$ cat config.mk
export PLATFORM = sky130hd
export DESIGN_NAME = sr_count_sequencer
export DESIGN_NICKNAME = d
export VERILOG_FILES = /design/src/rtl/sr_count_sequencer.sv
export SDC_FILE = /design/constraint.sdc
export NUM_CORES = 1
export LEC_CHECK = 0
export CORE_UTILIZATION = 30
export CTS_BUF_LIST = sky130_fd_sc_hd__clkbuf_2
export CTS_CLUSTER_DIAMETER = 30
export DETAILED_ROUTE_END_ITERATION = 8
export MAX_ROUTING_LAYER = met4
export SYNTH_ARGS = -nofsm -noshare
export SYNTH_HDL_FRONTEND = slang
export SYNTH_SLANG_ARGS = --single-unit
$ cat constraint.sdc
create_clock -name clk -period 2.6 [get_ports clk]
set_input_delay 0.52 -clock clk [delete_from_list [all_inputs] [get_ports clk]]
set_output_delay 0.52 -clock clk [all_outputs]
set_load 0.01 [all_outputs]
$ cat src/rtl/sr_count_sequencer.sv
// sr_count_sequencer
//   Command-driven controller for a CW-bit set/reset counter. Accepts
//   CLEAR / SET / RUN / NOP commands over a valid/ready handshake. It drives
//   the counter's rst/set pins and returns one response per command. Each
//   response carries a count snapshot and a wrap flag.
//
// Ports
//   clk, rst_n            clock (rising edge), asynchronous active-low reset
//   cmd_valid/cmd_ready   command handshake; ready only while IDLE
//   cmd_op                00 NOP, 01 CLEAR, 10 SET, 11 RUN
//   cmd_len               RUN window length in cycles
//   ctr_rst, ctr_set      registered counter control pins (only high in PULSE)
//   ctr_count             counter output being observed
//   rsp_valid             one-cycle response pulse (state DONE)
//   rsp_count, rsp_wrap   captured snapshot, held until the next response
//   busy                  controller is not IDLE
//
// SETTLE must fit in LW bits; it shares the RUN cycle counter.
module sr_count_sequencer #(
  parameter int CW     = 4,
  parameter int LW     = 8,
  parameter int SETTLE = 1
) (
  input  logic          clk,
  input  logic          rst_n,
  input  logic          cmd_valid,
  output logic          cmd_ready,
  input  logic [1:0]    cmd_op,
  input  logic [LW-1:0] cmd_len,
  output logic          ctr_rst,
  output logic          ctr_set,
  input  logic [CW-1:0] ctr_count,
  output logic          rsp_valid,
  output logic [CW-1:0] rsp_count,
  output logic          rsp_wrap,
  output logic          busy
);

  typedef enum logic [2:0] {
    S_IDLE  = 3'd0,
    S_PULSE = 3'd1,
    S_WAIT  = 3'd2,
    S_RUN   = 3'd3,
    S_DONE  = 3'd4
  } state_t;

  localparam logic [1:0] OP_NOP   = 2'b00;
  localparam logic [1:0] OP_CLEAR = 2'b01;
  localparam logic [1:0] OP_SET   = 2'b10;

  state_t        state, state_next;
  logic [LW-1:0] cnt, cnt_next;          // RUN length / settle countdown
  logic          wrap_acc, wrap_acc_next; // sticky wrap during RUN
  logic [CW-1:0] prev_count;              // ctr_count one cycle ago
  logic          rst_next, set_next;
  logic          capture;                 // entering DONE: load response regs
  logic          capture_wrap;
  logic          run_wrap;

  // Counter went backwards compared with the previous cycle: it wrapped.
  assign run_wrap = wrap_acc | (ctr_count < prev_count);

  always_comb begin
    state_next    = state;
    cnt_next      = cnt;
    wrap_acc_next = wrap_acc;
    rst_next      = 1'b0;
    set_next      = 1'b0;
    capture       = 1'b0;
    capture_wrap  = 1'b0;
    unique case (state)
      S_IDLE: begin
        if (cmd_valid) begin
          wrap_acc_next = 1'b0;
          unique case (cmd_op)
            OP_NOP: begin
              state_next = S_DONE;
              capture    = 1'b1;
            end
            OP_CLEAR: begin
              state_next = S_PULSE;
              rst_next   = 1'b1;
            end
            OP_SET: begin
              state_next = S_PULSE;
              set_next   = 1'b1;
            end
            default: begin // RUN
              if (cmd_len == '0) begin
                state_next = S_DONE;
                capture    = 1'b1;
              end else begin
                state_next = S_RUN;
                cnt_next   = cmd_len;
              end
            end
          endcase
        end
      end
      S_PULSE: begin
        if (SETTLE == 0) begin
          state_next = S_DONE;
          capture    = 1'b1;
        end else begin
          state_next = S_WAIT;
          cnt_next   = LW'(SETTLE);
        end
      end
      S_WAIT: begin
        if (cnt == LW'(1)) begin
          state_next = S_DONE;
          capture    = 1'b1;
        end else begin
          cnt_next = cnt - LW'(1);
        end
      end
      S_RUN: begin
        wrap_acc_next = run_wrap;
        if (cnt == LW'(1)) begin
          state_next   = S_DONE;
          capture      = 1'b1;
          capture_wrap = run_wrap;
        end else begin
          cnt_next = cnt - LW'(1);
        end
      end
      default: begin // S_DONE
        state_next = S_IDLE;
      end
    endcase
  end

  always_ff @(posedge clk or negedge rst_n) begin
    if (!rst_n) begin
      state      <= S_IDLE;
      cnt        <= '0;
      wrap_acc   <= 1'b0;
      prev_count <= '0;
      ctr_rst    <= 1'b1;
      ctr_set    <= 1'b0;
      rsp_count  <= '0;
      rsp_wrap   <= 1'b0;
    end else begin
      state      <= state_next;
      cnt        <= cnt_next;
      wrap_acc   <= wrap_acc_next;
      prev_count <= ctr_count;
      ctr_rst    <= rst_next;
      ctr_set    <= set_next;
      if (capture) begin
        rsp_count <= ctr_count;
        rsp_wrap  <= capture_wrap;
      end
    end
  end

  assign cmd_ready = (state == S_IDLE);
  assign busy      = (state != S_IDLE);
  assign rsp_valid = (state == S_DONE);

endmodule

Yosys cells after proc, flatten, opt, wreduce, memory -nomap -nowiden
Cells that the tools add are included.

Register bits after elaboration: 23. Bits in latches: 0. Bits in writable memories: 0. ROM bits: 0. Input port bits: 17. Output and inout bits: 10. Logic and storage cells: 60. Memories kept: 0.

Add/sub/neg operators: 1. $mul: 0. Div/mod/pow operators: 0. Order comparisons: 1. Equality and inequality tests: 12. Shifts and indexed selects: 0. Mux-type cells: 25. Bitwise logic cells: 1. Reduce and logical (&&, ||, !) cells: 12.

Operators by type and width (count): 8-bit two-way mux (4); 8-bit case mux with 3 select lines (1); 1-bit two-way mux (12); 3-bit two-way mux (3); 3-bit case mux with 3 select lines (1); 8-bit by 1-bit == test with 1-bit output (second input constant) (1); 8-bit logical NOT (1); 2-bit inequality test (second input constant) (4); 8-bit by 1-bit subtractor with 8-bit output (second input constant) (1); 3-bit by 2-bit == test with 1-bit output (second input constant) (2); 1-bit case mux with 2 select lines (3); 3-bit case mux with 2 select lines (1); 3-bit nonzero test (2); 5-bit AND reduction (1); 4-bit less-than comparator (1); 2-bit AND reduction (2); 2-bit OR reduction (2); 3-bit by 1-bit == test with 1-bit output (second input constant) (1); 3-bit == test (second input constant) (1); 3-bit logical NOT (1); 3-bit OR reduction (1); 2-bit by 1-bit == test with 1-bit output (second input constant) (1); 2-bit == test (second input constant) (1); 2-bit logical NOT (1); other kinds (3) (3).

Longest topological paths before layout
Depth in word-level cells: 5. Mapped depth: 7. Mapped depth without buffers: 7.

Least setup slack after synthesis
No wires, ideal clock.

Path kind: reg2reg. Start: register cnt[0]. End: register cnt[6]. Library setup time: 125 ps. Arrival time: 1879 ps. Required time: 2475 ps. Setup slack: 596 ps. Stages on the path, launching flop included: 7. Path buffers: 0. Clock period less this slack: 2004 ps. Cell sequence: dfrtp_1 ha_1 nor4b_1 a311oi_1 o21ai_2 inv_2 mux2_2.

Cells in the longest elaborated chain, start to end: 3. Elaborated cells between the ends (all ways): 6. Those cells by class: add/sub: 1; eq/ne: 2; mux: 2; reduce/logical: 1.

RTL lines: start: declaration (RTL line 52) `logic [LW-1:0] cnt, cnt_next;`; start signal: assignment (RTL line 145) `cnt <= cnt_next;`; 8-bit by 1-bit subtractor with 8-bit output or 8-bit by 1-bit == test with 1-bit output (tied branches); 8-bit two-way mux or 2-bit inequality test (tied branches); 8-bit case mux with 3 select lines or 5-bit AND reduction (tied branches).

Parallel ways exist; a longest one is shown, timed or not. The select of a mux whose other input is x is not followed. A chain may end at the register's enable or synchronous reset.

Final worst setup path
Start: register state[1]. End: output port busy.

Cells in the longest elaborated chain, start to end: 1.

RTL lines: start: declaration (RTL line 51) `state_t state, state_next;`; start signal: assignment (RTL line 144) `state <= state_next;`; 3-bit nonzero test (RTL line 158) `assign busy = (state != S_IDLE);`; end: declaration (RTL line 36) `output logic busy`.

No other way between the ends.

==> results.json <==
{
  "wirelength_um": 3060,
  "r2r-start": "cnt[1]",
  "cts.sinks": 23,
  "syn_to_final_growth_pct": 28.5,
  "min_period_ns": 2.48,
  "power_density_mw_per_mm2": 1010,
  "post_cts_buffers": 0,
  "grt_max_degree": 24,
  "grt_usage": 0.155,
  "row_count": 23,
  "finalCoreUtilization": 0.410,
  "cts-hold-fix-buffers": 0,
  "fin_cells": 203,
  "multi_input_area_um2": 661,
  "cp-start-kind": "flop",
  "vias": 1042,
  "p_switching_uw": 697,
  "crit_arrival_ns": 1.96,
  "cp.required_ns": 2.08,
  "p_comb_frac": 0.546,
  "synthXorXnorAreaFrac": 0,
  "grt_overflow": 0,
  "wl_per_cell_um": 15.1,
  "rr_endpoint": "rsp_count[3]",
  "synth_top_area_frac": 0.426,
  "numPlacedInstances": 199,
  "vdd_drop_max_mv": 0.333,
  "ctsResizeCount": 0,
  "drv_slew": 0,
  "core_area_mm2": 0.00406,
  "placed_cell_area_mm2": 0.00164,
  "r2r_slack_ns": 0.54,
  "dp_slack_ns": 0.0750,
  "hold_viol_final": 0,
  "synthAdderAreaFrac": 0.0870,
  "cts_buffer_depth": 2,
  "synth_top_family_by_area": "compound AO/OA/AOI/OAI gates",
  "async_flop_share": 1.00,
  "yosys.area_share.simple": 0.159,
  "synth-seq-area-share": 0.446,
  "cts_tree": "yes",
  "final_area_mm2": 0.00166,
  "final_cell_mix": "26 x clkdlybuf4s50_1, 22 x dfrtp_1, 9 x inv_1, 9 x ha_1, 7 x nand2_1",
  "synth_edf_count": 0,
  "clk_latency_ns": 0.35,
  "ant_nets": 0,
  "die_x_um": 67.7,
  "die-area_mm2": 0.00458,
  "min_period_over_period": 0.953,
  "drc": 0,
  "synthCells": 120,
  "yosys.area.top_type": "dfrtp_1",
  "drive_gt1_frac": 0.137,
  "r2r_cells": 6,
  "p_int_uw": 986,
  "drv_cap": 0,
  "status": "complete, no violations",
  "path_clk_slew_ns": 0.23,
  "synth_compound_area_frac": 0.194,
  "h-tree-depth": 1,
  "vias_per_cell": 5.13,
  "max_slew_margin": 0.582,
  "min_path_type": "in2async",
  "setup_slack_ns": 0.122,
  "drtIter0Drc": 41,
  "yosysWarnings": 0,
  "nFillCells": 395,
  "gp_congestion": 0.822,
  "tightest_slew_ns": 0.626,
  "port_buffers": 26,
  "cp_max_fo": 9,
  "first_pass_iters": 4,
  "crit_path_end_kind": "output port",
  "regArea_um2": 577,
  "layout_commonest_cell": "clkdlybuf4s50_1",
  "max_clock_freq_mhz": 404,
  "setup_violations": 0,
  "netlist_area_mm2": 0.00129,
  "crit_type": "reg2out",
  "tns_ns": 0,
  "grt_pass1_wl_um": 5090,
  "pwr-share-seq": 0.366,
  "avgSynthCellArea_um2": 10.8,
  "p_clk_frac": 0.088,
  "switching_share": 0.414,
  "die_h_um": 67.7,
  "ios": 27,
  "grt_pass1_vias": 1043,
  "ys_seq_elements": 23,
  "cts_made_buffers": 3,
  "finalClockSkew_ns": 0.0103,
  "rsz0062_at_grt": "false",
  "ys_types": 40,
  "synth_fp_nets": 146,
  "yosys_most_used_dff": "dfrtp_1",
  "nets": 180,
  "diodes": 0,
  "initial_utilization": 0.319,
  "power_leakage_uw": 0.000732,
  "antenna_found_initial": 0,
  "synth.area.top_cells": "dfrtp_1 43%, ha_1 8.7%, mux2_4 4.6%",
  "cts-root-buf": "clkbuf_2",
  "dpl.hpwl_um": 2290,
  "synth_mux_area_frac": 0.0706
}
==> final cells by class <==
| cell class | instances | share of cell area |
|---|---|---|
| well taps | 50 | 0.0376 |
| clock inverters | 1 | 0.00301 |
| inverters | 10 | 0.0226 |
| multi-input cells | 84 | 0.397 |
| repair buffers | 32 | 0.184 |
| flip-flops and latches | 23 | 0.347 |
| clock buffers | 3 | 0.00903 |
==> kinds of logic (layout without fill, tap and decap cells) <==
group	after synthesis	count (layout)
compound gates	32	32
buf+inv	13	46
fa+ha+maj	9	9
mux	7	7
flops	23	23
simple gates	36	36
==> worst max-delay path: stages, from the launching register on <==
cell,delay [ns]
dfrtp_1,0.52
or3_1,0.43
buf_4,0.18
clkdlybuf4s50_1,0.48
==> how the worst max path moves through the flow <==
stage / slack [ns] / cells after the start / endpoint / startpoint
6_report: 0.12 / 3 / busy / state[1]
5_1_grt: 0.02 / 3 / cmd_ready / state[1]
4_1_cts: 0.11 / 3 / busy / state[1]
3_5_place_dp: 0.08 / 5 / rsp_count[3] / cmd_valid
3_3_place_gp: 0.14 / 5 / rsp_count[2] / cmd_valid
2_1_floorplan: 0.60 / 6 / cnt[6] / cnt[0]
==> layer usage <==
layer	part of all wire	global-route usage	wire (um)
met1	0.47	0.206	1420
met4	0.014	0.0638	42
met5	0	-	0
met3	0.042	0.0169	128
met2	0.48	0.238	1460
==> power by group through the flow <==
stage	Clock [uW]	Sequential, uW	Combinational, uW
after floorplan	0	598	591
after global placement	0	616	896
after detailed placement	0	625	914
after CTS	154	617	920
after global routing	168	640	1010
final	148	617	919
==> flip-flops by register name, summed over array words and instances (netlist names) <==
signal	flops
ctr_rst	1
wrap_acc	1
rsp_wrap	1
rsp_count	4
state	3
prev_count	4
cnt	8
ctr_set	1
==> stage by stage <==
stage / total power, uW / hold slack (ns)
6_report: 1680 / 0.475
5_1_grt: 1820 / 0.490
4_1_cts: 1690 / 0.493
3_5_place_dp: 1540 / 0.500
3_3_place_gp: 1510 / 0.496
2_1_floorplan: 1190 / 0.224
==> synth_stat cells (all sizes together) (3+ instances only) <==
| cell | count |
|---|---|
| nor4 | 3 |
| nor2 | 5 |
| nor3 | 4 |
| mux2 | 5 |
| o2bb2ai | 4 |
| ha | 9 |
| o31ai | 3 |
| nand2b | 4 |
| or3 | 3 |
| inv | 10 |
| o21ai | 4 |
| o211ai | 5 |
| nand2 | 7 |
| a21oi | 5 |
| dfrtp | 22 |
No activity file was read; power rests on OpenSTA's default activity.
